[src/rtl/cpu_regfile_seq_if.sv]
// Control-unit <-> register-file bundle: reads, writes, pair unit, PC/flags and the phase sequencer.
// With REGFILE_SNAPSHOT_EN defined, the shadow-bank save/restore strobes are added.
interface cpu_regfile_seq_if #(
    parameter int NUM_REGS = 14,
    parameter int REG_W    = 8,
    parameter int RD_PORTS = 2,
    parameter int PHASES   = 4
);
    localparam int IW  = $clog2(NUM_REGS);
    localparam int PW  = 2 * REG_W;
    localparam int PHW = $clog2(PHASES);

    logic                      stall;
    logic [PHW-1:0]            phase;
    logic                      commit;
    logic [RD_PORTS*IW-1:0]    rd_idx;
    logic [RD_PORTS*REG_W-1:0] rd_data;
    logic                      wr_en;
    logic [IW-1:0]             wr_idx;
    logic [REG_W-1:0]          wr_data;
    logic [1:0]                pair_op;
    logic [IW-1:0]             pair_hi;
    logic [IW-1:0]             pair_lo;
    logic [PW-1:0]             pair_out;
    logic [1:0]                pc_op;
    logic [PW-1:0]             pc_load;
    logic                      flag_en;
    logic [REG_W-1:0]          flag_data;
    logic [PW-1:0]             pc;
    logic [REG_W-1:0]          flags;
`ifdef REGFILE_SNAPSHOT_EN
    logic                      snap_save;
    logic                      snap_restore;
`endif

    modport master (
`ifdef REGFILE_SNAPSHOT_EN
        output snap_save, output snap_restore,
`endif
        output stall, rd_idx, wr_en, wr_idx, wr_data, pair_op, pair_hi, pair_lo,
        output pc_op, pc_load, flag_en, flag_data,
        input  phase, commit, rd_data, pair_out, pc, flags
    );

    modport slave (
`ifdef REGFILE_SNAPSHOT_EN
        input  snap_save, input snap_restore,
`endif
        input  stall, rd_idx, wr_en, wr_idx, wr_data, pair_op, pair_hi, pair_lo,
        input  pc_op, pc_load, flag_en, flag_data,
        output phase, commit, rd_data, pair_out, pc, flags
    );
endinterface

[src/rtl/cpu_regfile_seq.sv]
// SM83-style register file with T-cycle sequencer and 16-bit pair inc/dec; reads and pair_out are
// combinational, all writes land on the commit edge; stall freezes the phase and holds off commit. Option: REGFILE_SNAPSHOT_EN.
module cpu_regfile_seq #(
    parameter int                          NUM_REGS   = 14,
    parameter int                          REG_W      = 8,
    parameter int                          RD_PORTS   = 2,
    parameter int                          PHASES     = 4,
    parameter int                          FLAG_IDX   = 6,
    parameter logic [REG_W-1:0]            FLAG_MASK  = 8'hF0,
    parameter int                          PC_HI_IDX  = 12,
    parameter logic [NUM_REGS*REG_W-1:0]   RESET_VALS = 112'h0001_0000_FEFF_01B0_4D01_D800_1300
) (
    input  logic               clk,
    input  logic               reset_n,
    cpu_regfile_seq_if.slave   bus
);
    localparam int IW  = $clog2(NUM_REGS);
    localparam int PW  = 2 * REG_W;
    localparam int PHW = $clog2(PHASES);
    localparam logic [IW:0]    NREGS      = (IW+1)'(NUM_REGS);
    localparam logic [PHW-1:0] LAST_PHASE = PHW'(PHASES - 1);

    typedef logic [REG_W-1:0] reg_t;

    reg_t           regs [NUM_REGS];
    reg_t           nxt  [NUM_REGS];
    logic [PHW-1:0] phase_q;
    logic [PW-1:0]  pair_in;
    logic [PW-1:0]  pair_out;
    reg_t           pair_hi_byte;
    reg_t           pair_lo_byte;
`ifdef REGFILE_SNAPSHOT_EN
    reg_t           shadow [NUM_REGS];
`endif

    function automatic logic in_range(input logic [IW-1:0] idx);
        return {1'b0, idx} < NREGS;
    endfunction

    assign bus.phase  = phase_q;
    assign bus.commit = (phase_q == LAST_PHASE) && !bus.stall;
    assign bus.pc     = {regs[PC_HI_IDX], regs[PC_HI_IDX+1]};
    assign bus.flags  = regs[FLAG_IDX];

    for (genvar p = 0; p < RD_PORTS; p++) begin : g_rd
        logic [IW-1:0] idx;
        assign idx = bus.rd_idx[p*IW +: IW];
        assign bus.rd_data[p*REG_W +: REG_W] = in_range(idx) ? regs[idx] : '0;
    end

    assign pair_hi_byte = in_range(bus.pair_hi) ? regs[bus.pair_hi] : '0;
    assign pair_lo_byte = in_range(bus.pair_lo) ? regs[bus.pair_lo] : '0;
    assign pair_in      = {pair_hi_byte, pair_lo_byte};
    assign bus.pair_out = pair_out;

    always_comb begin
        case (bus.pair_op)
            2'd1, 2'd3: pair_out = pair_in + PW'(1);
            2'd2:       pair_out = pair_in - PW'(1);
            default:    pair_out = pair_in;
        endcase
    end

    // Writers applied lowest priority first so later sources overwrite earlier ones per byte.
    always_comb begin
        nxt = regs;
        if (bus.wr_en && in_range(bus.wr_idx))
            nxt[bus.wr_idx] = bus.wr_data;
        if (bus.pair_op == 2'd1 || bus.pair_op == 2'd2) begin
            if (in_range(bus.pair_hi)) nxt[bus.pair_hi] = pair_out[PW-1:REG_W];
            if (in_range(bus.pair_lo)) nxt[bus.pair_lo] = pair_out[REG_W-1:0];
        end
        case (bus.pc_op)
            2'd1: begin
                nxt[PC_HI_IDX]   = pair_out[PW-1:REG_W];
                nxt[PC_HI_IDX+1] = pair_out[REG_W-1:0];
            end
            2'd2: begin
                nxt[PC_HI_IDX]   = bus.pc_load[PW-1:REG_W];
                nxt[PC_HI_IDX+1] = bus.pc_load[REG_W-1:0];
            end
            default: ;
        endcase
        if (bus.flag_en)
            nxt[FLAG_IDX] = bus.flag_data;
        // Unwritable flag bits read as zero whatever the source.
        nxt[FLAG_IDX] = nxt[FLAG_IDX] & FLAG_MASK;
    end

    always_ff @(posedge clk or negedge reset_n) begin
        if (!reset_n) begin
            phase_q <= '0;
            for (int i = 0; i < NUM_REGS; i++) begin
                regs[i] <= RESET_VALS[i*REG_W +: REG_W];
`ifdef REGFILE_SNAPSHOT_EN
                shadow[i] <= RESET_VALS[i*REG_W +: REG_W];
`endif
            end
        end else begin
            if (!bus.stall)
                phase_q <= (phase_q == LAST_PHASE) ? '0 : phase_q + PHW'(1);
            if (bus.commit) begin
`ifdef REGFILE_SNAPSHOT_EN
                // Shadow captures the normal post-commit image even when a restore overrides it.
                if (bus.snap_save)
                    shadow <= nxt;
                if (bus.snap_restore)
                    regs <= shadow;
                else
                    regs <= nxt;
`else
                regs <= nxt;
`endif
            end
        end
    end
endmodule

[src/flat_wrapper.sv]
// flat-port wrapper written by rule: the top's interface ports become plain ports
module cpu_regfile_seq_flat 
#(
    parameter int                          NUM_REGS   = 14,
    parameter int                          REG_W      = 8,
    parameter int                          RD_PORTS   = 2,
    parameter int                          PHASES     = 4,
    parameter int                          FLAG_IDX   = 6,
    parameter logic [REG_W-1:0]            FLAG_MASK  = 8'hF0,
    parameter int                          PC_HI_IDX  = 12,
    parameter logic [NUM_REGS*REG_W-1:0]   RESET_VALS = 112'h0001_0000_FEFF_01B0_4D01_D800_1300
)
  (clk, reset_n, bus_stall, bus_rd_idx, bus_wr_en, bus_wr_idx, bus_wr_data, bus_pair_op, bus_pair_hi, bus_pair_lo, bus_pc_op, bus_pc_load, bus_flag_en, bus_flag_data, bus_phase, bus_commit, bus_rd_data, bus_pair_out, bus_pc, bus_flags);
  cpu_regfile_seq_if #(.NUM_REGS(NUM_REGS), .REG_W(REG_W), .RD_PORTS(RD_PORTS), .PHASES(PHASES)) bus_i ();
  input  logic clk;
  input  logic reset_n;
  input wire logic [$bits(bus_i.stall)-1:0] bus_stall;
  input wire logic [$bits(bus_i.rd_idx)-1:0] bus_rd_idx;
  input wire logic [$bits(bus_i.wr_en)-1:0] bus_wr_en;
  input wire logic [$bits(bus_i.wr_idx)-1:0] bus_wr_idx;
  input wire logic [$bits(bus_i.wr_data)-1:0] bus_wr_data;
  input wire logic [$bits(bus_i.pair_op)-1:0] bus_pair_op;
  input wire logic [$bits(bus_i.pair_hi)-1:0] bus_pair_hi;
  input wire logic [$bits(bus_i.pair_lo)-1:0] bus_pair_lo;
  input wire logic [$bits(bus_i.pc_op)-1:0] bus_pc_op;
  input wire logic [$bits(bus_i.pc_load)-1:0] bus_pc_load;
  input wire logic [$bits(bus_i.flag_en)-1:0] bus_flag_en;
  input wire logic [$bits(bus_i.flag_data)-1:0] bus_flag_data;
  output wire logic [$bits(bus_i.phase)-1:0] bus_phase;
  output wire logic [$bits(bus_i.commit)-1:0] bus_commit;
  output wire logic [$bits(bus_i.rd_data)-1:0] bus_rd_data;
  output wire logic [$bits(bus_i.pair_out)-1:0] bus_pair_out;
  output wire logic [$bits(bus_i.pc)-1:0] bus_pc;
  output wire logic [$bits(bus_i.flags)-1:0] bus_flags;
  assign bus_i.stall = bus_stall;
  assign bus_i.rd_idx = bus_rd_idx;
  assign bus_i.wr_en = bus_wr_en;
  assign bus_i.wr_idx = bus_wr_idx;
  assign bus_i.wr_data = bus_wr_data;
  assign bus_i.pair_op = bus_pair_op;
  assign bus_i.pair_hi = bus_pair_hi;
  assign bus_i.pair_lo = bus_pair_lo;
  assign bus_i.pc_op = bus_pc_op;
  assign bus_i.pc_load = bus_pc_load;
  assign bus_i.flag_en = bus_flag_en;
  assign bus_i.flag_data = bus_flag_data;
  assign bus_phase = bus_i.phase;
  assign bus_commit = bus_i.commit;
  assign bus_rd_data = bus_i.rd_data;
  assign bus_pair_out = bus_i.pair_out;
  assign bus_pc = bus_i.pc;
  assign bus_flags = bus_i.flags;
  cpu_regfile_seq #(.NUM_REGS(NUM_REGS), .REG_W(REG_W), .RD_PORTS(RD_PORTS), .PHASES(PHASES), .FLAG_IDX(FLAG_IDX), .FLAG_MASK(FLAG_MASK), .PC_HI_IDX(PC_HI_IDX), .RESET_VALS(RESET_VALS)) u_core (.clk(clk), .reset_n(reset_n), .bus(bus_i));
endmodule
[config.mk]
export PLATFORM = sky130hd
export DESIGN_NAME = cpu_regfile_seq_flat
export DESIGN_NICKNAME = d
export VERILOG_FILES = /design/src/rtl/cpu_regfile_seq_if.sv /design/src/rtl/cpu_regfile_seq.sv /design/src/flat_wrapper.sv
export SDC_FILE = /design/constraint.sdc
export NUM_CORES = 1
export LEC_CHECK = 0
export CAP_MARGIN = 20
export CORE_MARGIN = 5
export CORE_UTILIZATION = 40
export CTS_CLUSTER_SIZE = 24
export DETAILED_ROUTE_END_ITERATION = 10
export HOLD_SLACK_MARGIN = 0.1
export SLEW_MARGIN = 0
export SYNTH_ARGS = -nofsm -noshare
export SYNTH_HDL_FRONTEND = slang
export SYNTH_SLANG_ARGS = --single-unit
[constraint.sdc]
create_clock -name clk -period 7.9 [get_ports clk]
set_clock_uncertainty 0.15 [all_clocks]
set_input_delay 1.58 -clock clk [delete_from_list [all_inputs] [get_ports clk]]
set_output_delay 1.58 -clock clk [all_outputs]
set_load 0.005 [all_outputs]
==> summary.txt <==
Routing
  • WL final: slightly below 60000 µm
  • Detailed-route vias per instance: 7.16
  • Final ANT Viol Nets: 0
  • Drt drc: 0
  • Starting DRT DRC Count: 1847
  • Drt wl/cell: 30.3 µm
  • Vias post-DR: ~14000
  • DRT Pass-1 Iters: 6

Clock network
  • Clock sink count: 110
  • CTS Buf Count: 9
  • CTS H-tree lvls: 3
  • Latest clock arrival within the worst-skew pair: approximately 370 ps
  • Clock buffer depth: 2
  • Root Driver: clkbuf_16
  • Clock transition at path regs: roughly 80 ps
  • CTS tree: built
  • Cts hold-fix bufs: 0

Setup path
  • CP Class: in2out
  • Worst-path maximum fanout: 14
  • CP startpoint: bus_pair_lo[0]
  • Critical path arrival: 5850 ps
  • Reg2Reg Setup Slack: between 3000 and 4000 ps
  • Reg2reg start: u_core.regs[81]
  • Crit start category: input port
  • Setup crit end kind: primary output
  • Critical Path RT: 6170 ps

Power
  • Pwr dens: about 300 nW/µm²
  • Maximum vdd drop: 143 µV
  • Leakage power: 5.35 nW

Die
  • Die H: 186 µm
  • DIE WIDTH: 186 µm
  • Boundary Pins: 120
  • Die Area: 34500 µm²
  • Core area: 30500 µm²
  • # rows: 64
  • Initial Util: 0.405

STA
  • Final hold vios: 0
  • Final setup viols: 0
  • Max Clk Rate: 132 MHz
  • Post-route setup slack: roughly 320 ps
  • Post-route setup TNS: 0 ps
  • Worst Max-Slew Pin Slew: 1100 ps
  • Crit share post-route: 0.959
  • Normalized max-slew margin: 0.266
  • RSZ-0062 raised after global routing: false
  • Final min period: 7580 ps
  • Slew Limit Fails: 0

Logic synthesis
  • Mapped Avg Cell Area: 8.48 µm²
  • Yosys top cell area share: 0.158
  • Ys Warns: 0
  • Most used DFF post-synth: dfrtp_1
  • Syn Inst Count: around 1500
  • EDFF count, synth: 0
  • Mapped Area: 12400 µm²
  • Synth cell count leaders: 156 x nand2_1, 126 x a21oi_1, 115 x o22ai_1
  • Synthesized flop and latch total: 110
  • Seq/Total Area, Yosys: 0.226
  • Asr flop ratio synth: 1.00
  • Largest area contributor in the netlist: dfrtp_1
  • Most numerous cell in the Yosys netlist: nand2_1
  • Distinct cells, synth: 88
  • Top cells by area, synth: dfrtp_1 16%, mux4_2 14%, mux2i_1 7.8%, dfstp_2 6.8%, o22ai_1 5.8%

Global route
  • Largest net degree at the start of global routing: 71
  • Vias in the first global route: 12400
  • Initial antenna violation count: 0
  • Global route total overflow: 0
  • First-pass GRT wire length: 84800 µm
  • GRT Overall Usage: 0.328

Place
  • DPL Wire Length: 44000 µm
  • Final weighted congestion in routability-driven placement: 1.06
  • Place WS: between 200 and 250 ps
  • Port Buf Inserts: between 100 and 150
  • Placed Instance Area: around 14000 µm²

Flow run
  • Max Cap Viol: 0

Finish
  • Fin area: about 14000 µm²
  • Fraction of layout cells with a size suffix above 1: 0.180
  • Final-layout fill cell count: about 3000
  • Antenna diodes: 0
  • NumNets Final: 1600
  • Area growth syn-to-layout: 14.9%

Hold path
  • Hold path start: u_core.regs[37]
  • Worst min-delay path category: reg2reg

Status
  • Status: finished clean
worst paths after layout:
| kind | depth (start not counted) | endpoint |
|---|---|---|
| min reg2reg | 2 | u_core.regs[37] |
| max in group asynchronous | 2 | u_core.regs[17] |
| max reg2reg | 14 | u_core.regs[110] |
| min in group asynchronous | 1 | u_core.regs[94] |
| max | 15 | bus_pair_out[12] |
| min | 2 | u_core.regs[37] |
where the power goes:
| group | switching, mW | internal [mW] | total, mW |
|---|---|---|---|
| clock network | 0.273 | 0.226 | 0.499 |
| logic | 1.30 | 1.16 | 2.45 |
| registers | 0.503 | 0.858 | 1.36 |
kinds of logic (layout without fill, tap and decap cells):
family                   Yosys count  after routing  share of synthesized area
AO/OA/AOI/OAI                    536            536                      0.288
XOR/XNOR                           9              9                    0.00638
adder cells (fa/ha/maj)           20             20                     0.0209
buffers and inverters            184            248                     0.0703
flip-flops                       110            110                      0.226
multiplexers                     188            188                      0.233
other                              1              4                   0.000304
AND/OR/NAND/NOR                  409            409                      0.155
flip-flops by register name, summed over array words and instances, names as in the netlist:
register	count
u_core.regs	88
u_core.bus.pc	16
u_core.bus.flags	4
u_core.bus.phase	2
per-layer routing:
| metal | GRT usage | vias up | routed length [µm] |
|---|---|---|---|
| li1 | - | 5795 | - |
| met2 | 0.486 | 1067 | 25100 |
| met5 | 0 | - | 0 |
| met1 | 0.471 | 6727 | 23200 |
| met4 | 0.129 | 0 | 2830 |
| met3 | 0.0664 | 162 | 7130 |
repair_timing:
item	4_1_cts	5_1_grt
setup endpoints to repair	0	3
resized for setup	0	4
buffers inserted	0	0
stage by stage:
stage / hold slack (ps) / total power, mW / instances / util
floorplan: 323 / 2.69 / 1460 / -
global placement: 347 / 3.71 / 1904 / 0.455
detailed placement: 354 / 3.74 / 1904 / 0.455
CTS: 370 / 4.24 / 1920 / 0.465
global route: 392 / 4.50 / 1920 / 0.465
finish: 382 / 4.31 / 1920 / 0.465
worst max-delay path: stages:
cell and delay [ps]:
buf_2 210, buf_12 200, buf_4 190, mux4_2 500, mux2i_1 250, o21ai_0 300
ha_1 450, nand2_1 150, o21ai_0 290, a21oi_1 150, o21a_1 230, o311a_1 300
a211oi_2 390, inv_1 160, clkdlybuf4s50_1 480
layout make-up:
type	count	area (µm²)	share of cell area
clock buffer	9	225	0.0159
clock inverter	7	78.8	0.00555
timing repair buffer	192	1710	0.121
inverter	40	153	0.0108
multi-input combinational	1166	8730	0.615
sequential	110	2790	0.197
tap	396	495	0.0349
placed cells by master, fill, tap and decap left out, types with 15 or more instances in the layout:
master and n:
nand2_1 156, a21oi_1 126, o22ai_1 115, nor2_1 105
clkdlybuf4s50_1 103, mux2i_1 96, o21ai_0 86, buf_4 80
dfrtp_1 78, mux4_2 76, nand3_1 47, inv_1 37
dfstp_2 32, a31oi_1 31, nand2b_1 22, a221oi_1 22
ha_1 18, a221o_1 17, nor3_1 16, a22oi_1 15
o221a_2 15
Note: power is estimated with default switching activity, not from simulation.
==> variant, RTL diff (same flow settings) <==
Reset style: synchronous (`reset_n`), changed in one clocked block.
--- a/src/rtl/cpu_regfile_seq.sv
+++ b/src/rtl/cpu_regfile_seq.sv
@@ -87,7 +87,7 @@
         nxt[FLAG_IDX] = nxt[FLAG_IDX] & FLAG_MASK;
     end
 
-    always_ff @(posedge clk or negedge reset_n) begin
+    always_ff @(posedge clk) begin
         if (!reset_n) begin
             phase_q <= '0;
             for (int i = 0; i < NUM_REGS; i++) begin
Check against the original RTL: differs if reset_n is asserted again (counterexample within 4 cycles, from zero or initial values and one cycle with reset_n low); with reset_n held inactive, the same outputs for 4 cycles.
==> variant against the original RTL <==
Register-to-register slack is essentially flat; sequential share of layout area decreased by 4.9 points; non-clock buffer count rose by 8; sequential cell count unchanged; wire length rose by 22%; highest routed layer is now met5; synthesized cell count increased by 17%; synthesized area up 5.7%; final cell count is 14% higher; design area grew 5.3%; setup slack worse by 150 ps; count of clock-buffer cells in the layout grew 2.
Power is not compared: it rests on default switching activity, and its combinational part moved more than twofold at a synthesized area within 25%.
==> variant: results (changes against the original RTL) <==
* Share of final layout cell area taken by clock buffers and inverters: 2.126% (was 2.142%)
- Commonest cells in the synthesized netlist: sky130_fd_sc_hd__nand2_1, sky130_fd_sc_hd__a21oi_1, sky130_fd_sc_hd__o21ai_0 (was sky130_fd_sc_hd__nand2_1, sky130_fd_sc_hd__a21oi_1, sky130_fd_sc_hd__o22ai_1)
- Average wire length per cell after detail routing: 32.58 um (was 30.35 um)
- The arrival time of the worst setup path is 6000 ps (was 5850 ps).
- The non-clock buffer area fraction after layout was 12.15% (was 12.08%).
* Worst reg2reg startpoint: u_core.regs[33] (was u_core.regs[81])
- Share of the synthesized area in compound gates (AO/OA/AOI/OAI): 31.61% (was 28.81%)
- Portion of netlist area occupied by mux cells: 20.92% (was 23.34%)
- Placed cell areas: 0.01461 mm2 (was 0.01388 mm2)
- Clock buffer instance count of the final layout: 11 (was 9)
* Number of global-route vias before repair: 14760 (was 12430)
- The clock transition at the registers of the reported paths is 80 ps (about the same).
* Largest net degree at the start of global routing: 57 (was 71)
- The synthesized-area fraction occupied by adder cells was 1.974% (was 2.086%).
- The startpoint of the tightest hold check path was u_core.regs[111] (was u_core.regs[37]).
- Wire length of the first global-routing pass: 101500 um (was 84840 um)
* Share of layout cells above drive strength 1: 14.50% (was 17.98%)
* Flip-flop and latch share of the layout cell area: 14.73% (was 19.68%)
- Initial antenna violation count: 2 (was 0)
- Worst slack at placement: 45.45 ps (was 246.6 ps)
- Reg2reg end: u_core.regs[78] (was u_core.regs[110])
- The total via count in the routed design came to 16090 (was 13750).
- Async set-or-reset flop fraction in the synthesized netlist: 0% (was 100.0%)
- Number of non-clock buffers in the layout: 200 (was 192)
- The detailed router's first-iteration violation count is 3227 (was 1847).
- The pin slew with the least headroom to its limit came to 1083 ps (was 1097 ps).
- Share of the synthesized netlist area taken by xor and xnor gates: 0.3354% (was 0.6381%)
- The antenna diode count is 1 (was 0).
- Count of unique library cells instantiated by Yosys: 100 (was 88)
- The filler cell count came to 3295 (was 2996).
* Highest clock frequency the design can meet: 0.1293 GHz (was 0.1320 GHz)
- Most instantiated flip-flop cell in the synthesis netlist: sky130_fd_sc_hd__dfxtp_1 (was sky130_fd_sc_hd__dfrtp_1)
- The count of multi-input combinational gates was 1371 (was 1166).
* DP Wirelength: 52320 um (was 44040 um)
- The multi-input combinational area share was 66.05% (was 61.53%).
- Biggest area contributors in the synthesized netlist: sky130_fd_sc_hd__dfxtp_1, sky130_fd_sc_hd__mux4_2, sky130_fd_sc_hd__nand2_1 (was sky130_fd_sc_hd__dfrtp_1, sky130_fd_sc_hd__mux4_2, sky130_fd_sc_hd__mux2i_1).
* Status: complete, no violations (unchanged)
- Depth of the worst register-to-register path: 13 (was 14)
- For this design the static power due to leakage is 5.160 nW.
- Sequential cell area fraction in the yosys report: 16.87% (was 22.61%)
- Sink of the worst hold path: u_core.regs[111] (was u_core.regs[37])
* Detailed Routing Iterations Pass 1: 6 (unchanged)
- Setup crit start: bus_pair_lo[1] (was bus_pair_lo[0])
* Layout area overhead: 14.48% (was 14.88%)
- CP max FO: 21 (was 14)
- The number of nets in the final layout came to 1821 (was 1600).
variant: how the worst max path moves through the flow:
stage                  endpoint  depth (start not counted)
2_1_floorplan  bus_pair_out[14]                         16
3_3_place_gp   bus_pair_out[14]                         14
3_5_place_dp   bus_pair_out[14]                         14
4_1_cts        bus_pair_out[14]                         14
5_1_grt        bus_pair_out[14]                         14
6_report       bus_pair_out[12]                         14
variant: metal layers:
layer | routed length [um] | share of wire (%) | GRT usage [%] | vias up
met5 | 89 | 0.12 | 0 | -
met4 | 4556 | 6.4 | 19.12 | 6
met3 | 11490 | 16 | 12.54 | 321
met2 | 28540 | 40 | 52.89 | 1496
met1 | 26600 | 37 | 51.17 | 7614
li1 | - | - | - | 6649
variant: what timing repair did:
action	in CTS	in global routing
setup endpoints to repair	0	4
buffers inserted	0	0
gates resized for setup	0	6
variant: worst max-delay path, cell delays in order:
cell and delay [ps]:
sky130_fd_sc_hd__clkdlybuf4s50_1 510, sky130_fd_sc_hd__buf_12 190, sky130_fd_sc_hd__buf_4 270, sky130_fd_sc_hd__mux4_2 370, sky130_fd_sc_hd__mux2i_1 250, sky130_fd_sc_hd__o21ai_1 180, sky130_fd_sc_hd__ha_1 360, sky130_fd_sc_hd__buf_4 140
sky130_fd_sc_hd__nand2_1 90, sky130_fd_sc_hd__nor2_1 260, sky130_fd_sc_hd__a2111oi_4 140, sky130_fd_sc_hd__or4b_2 650, sky130_fd_sc_hd__nand3_1 400, sky130_fd_sc_hd__clkdlybuf4s50_1 600
variant: per-stage QoR:
step	std cells	hold WS, ps
2_1_floorplan	1705	311.9
3_3_place_gp	2171	339.8
3_5_place_dp	2171	354.7
4_1_cts	2187	365.1
5_1_grt	2187	412.9
6_report	2188	370.9
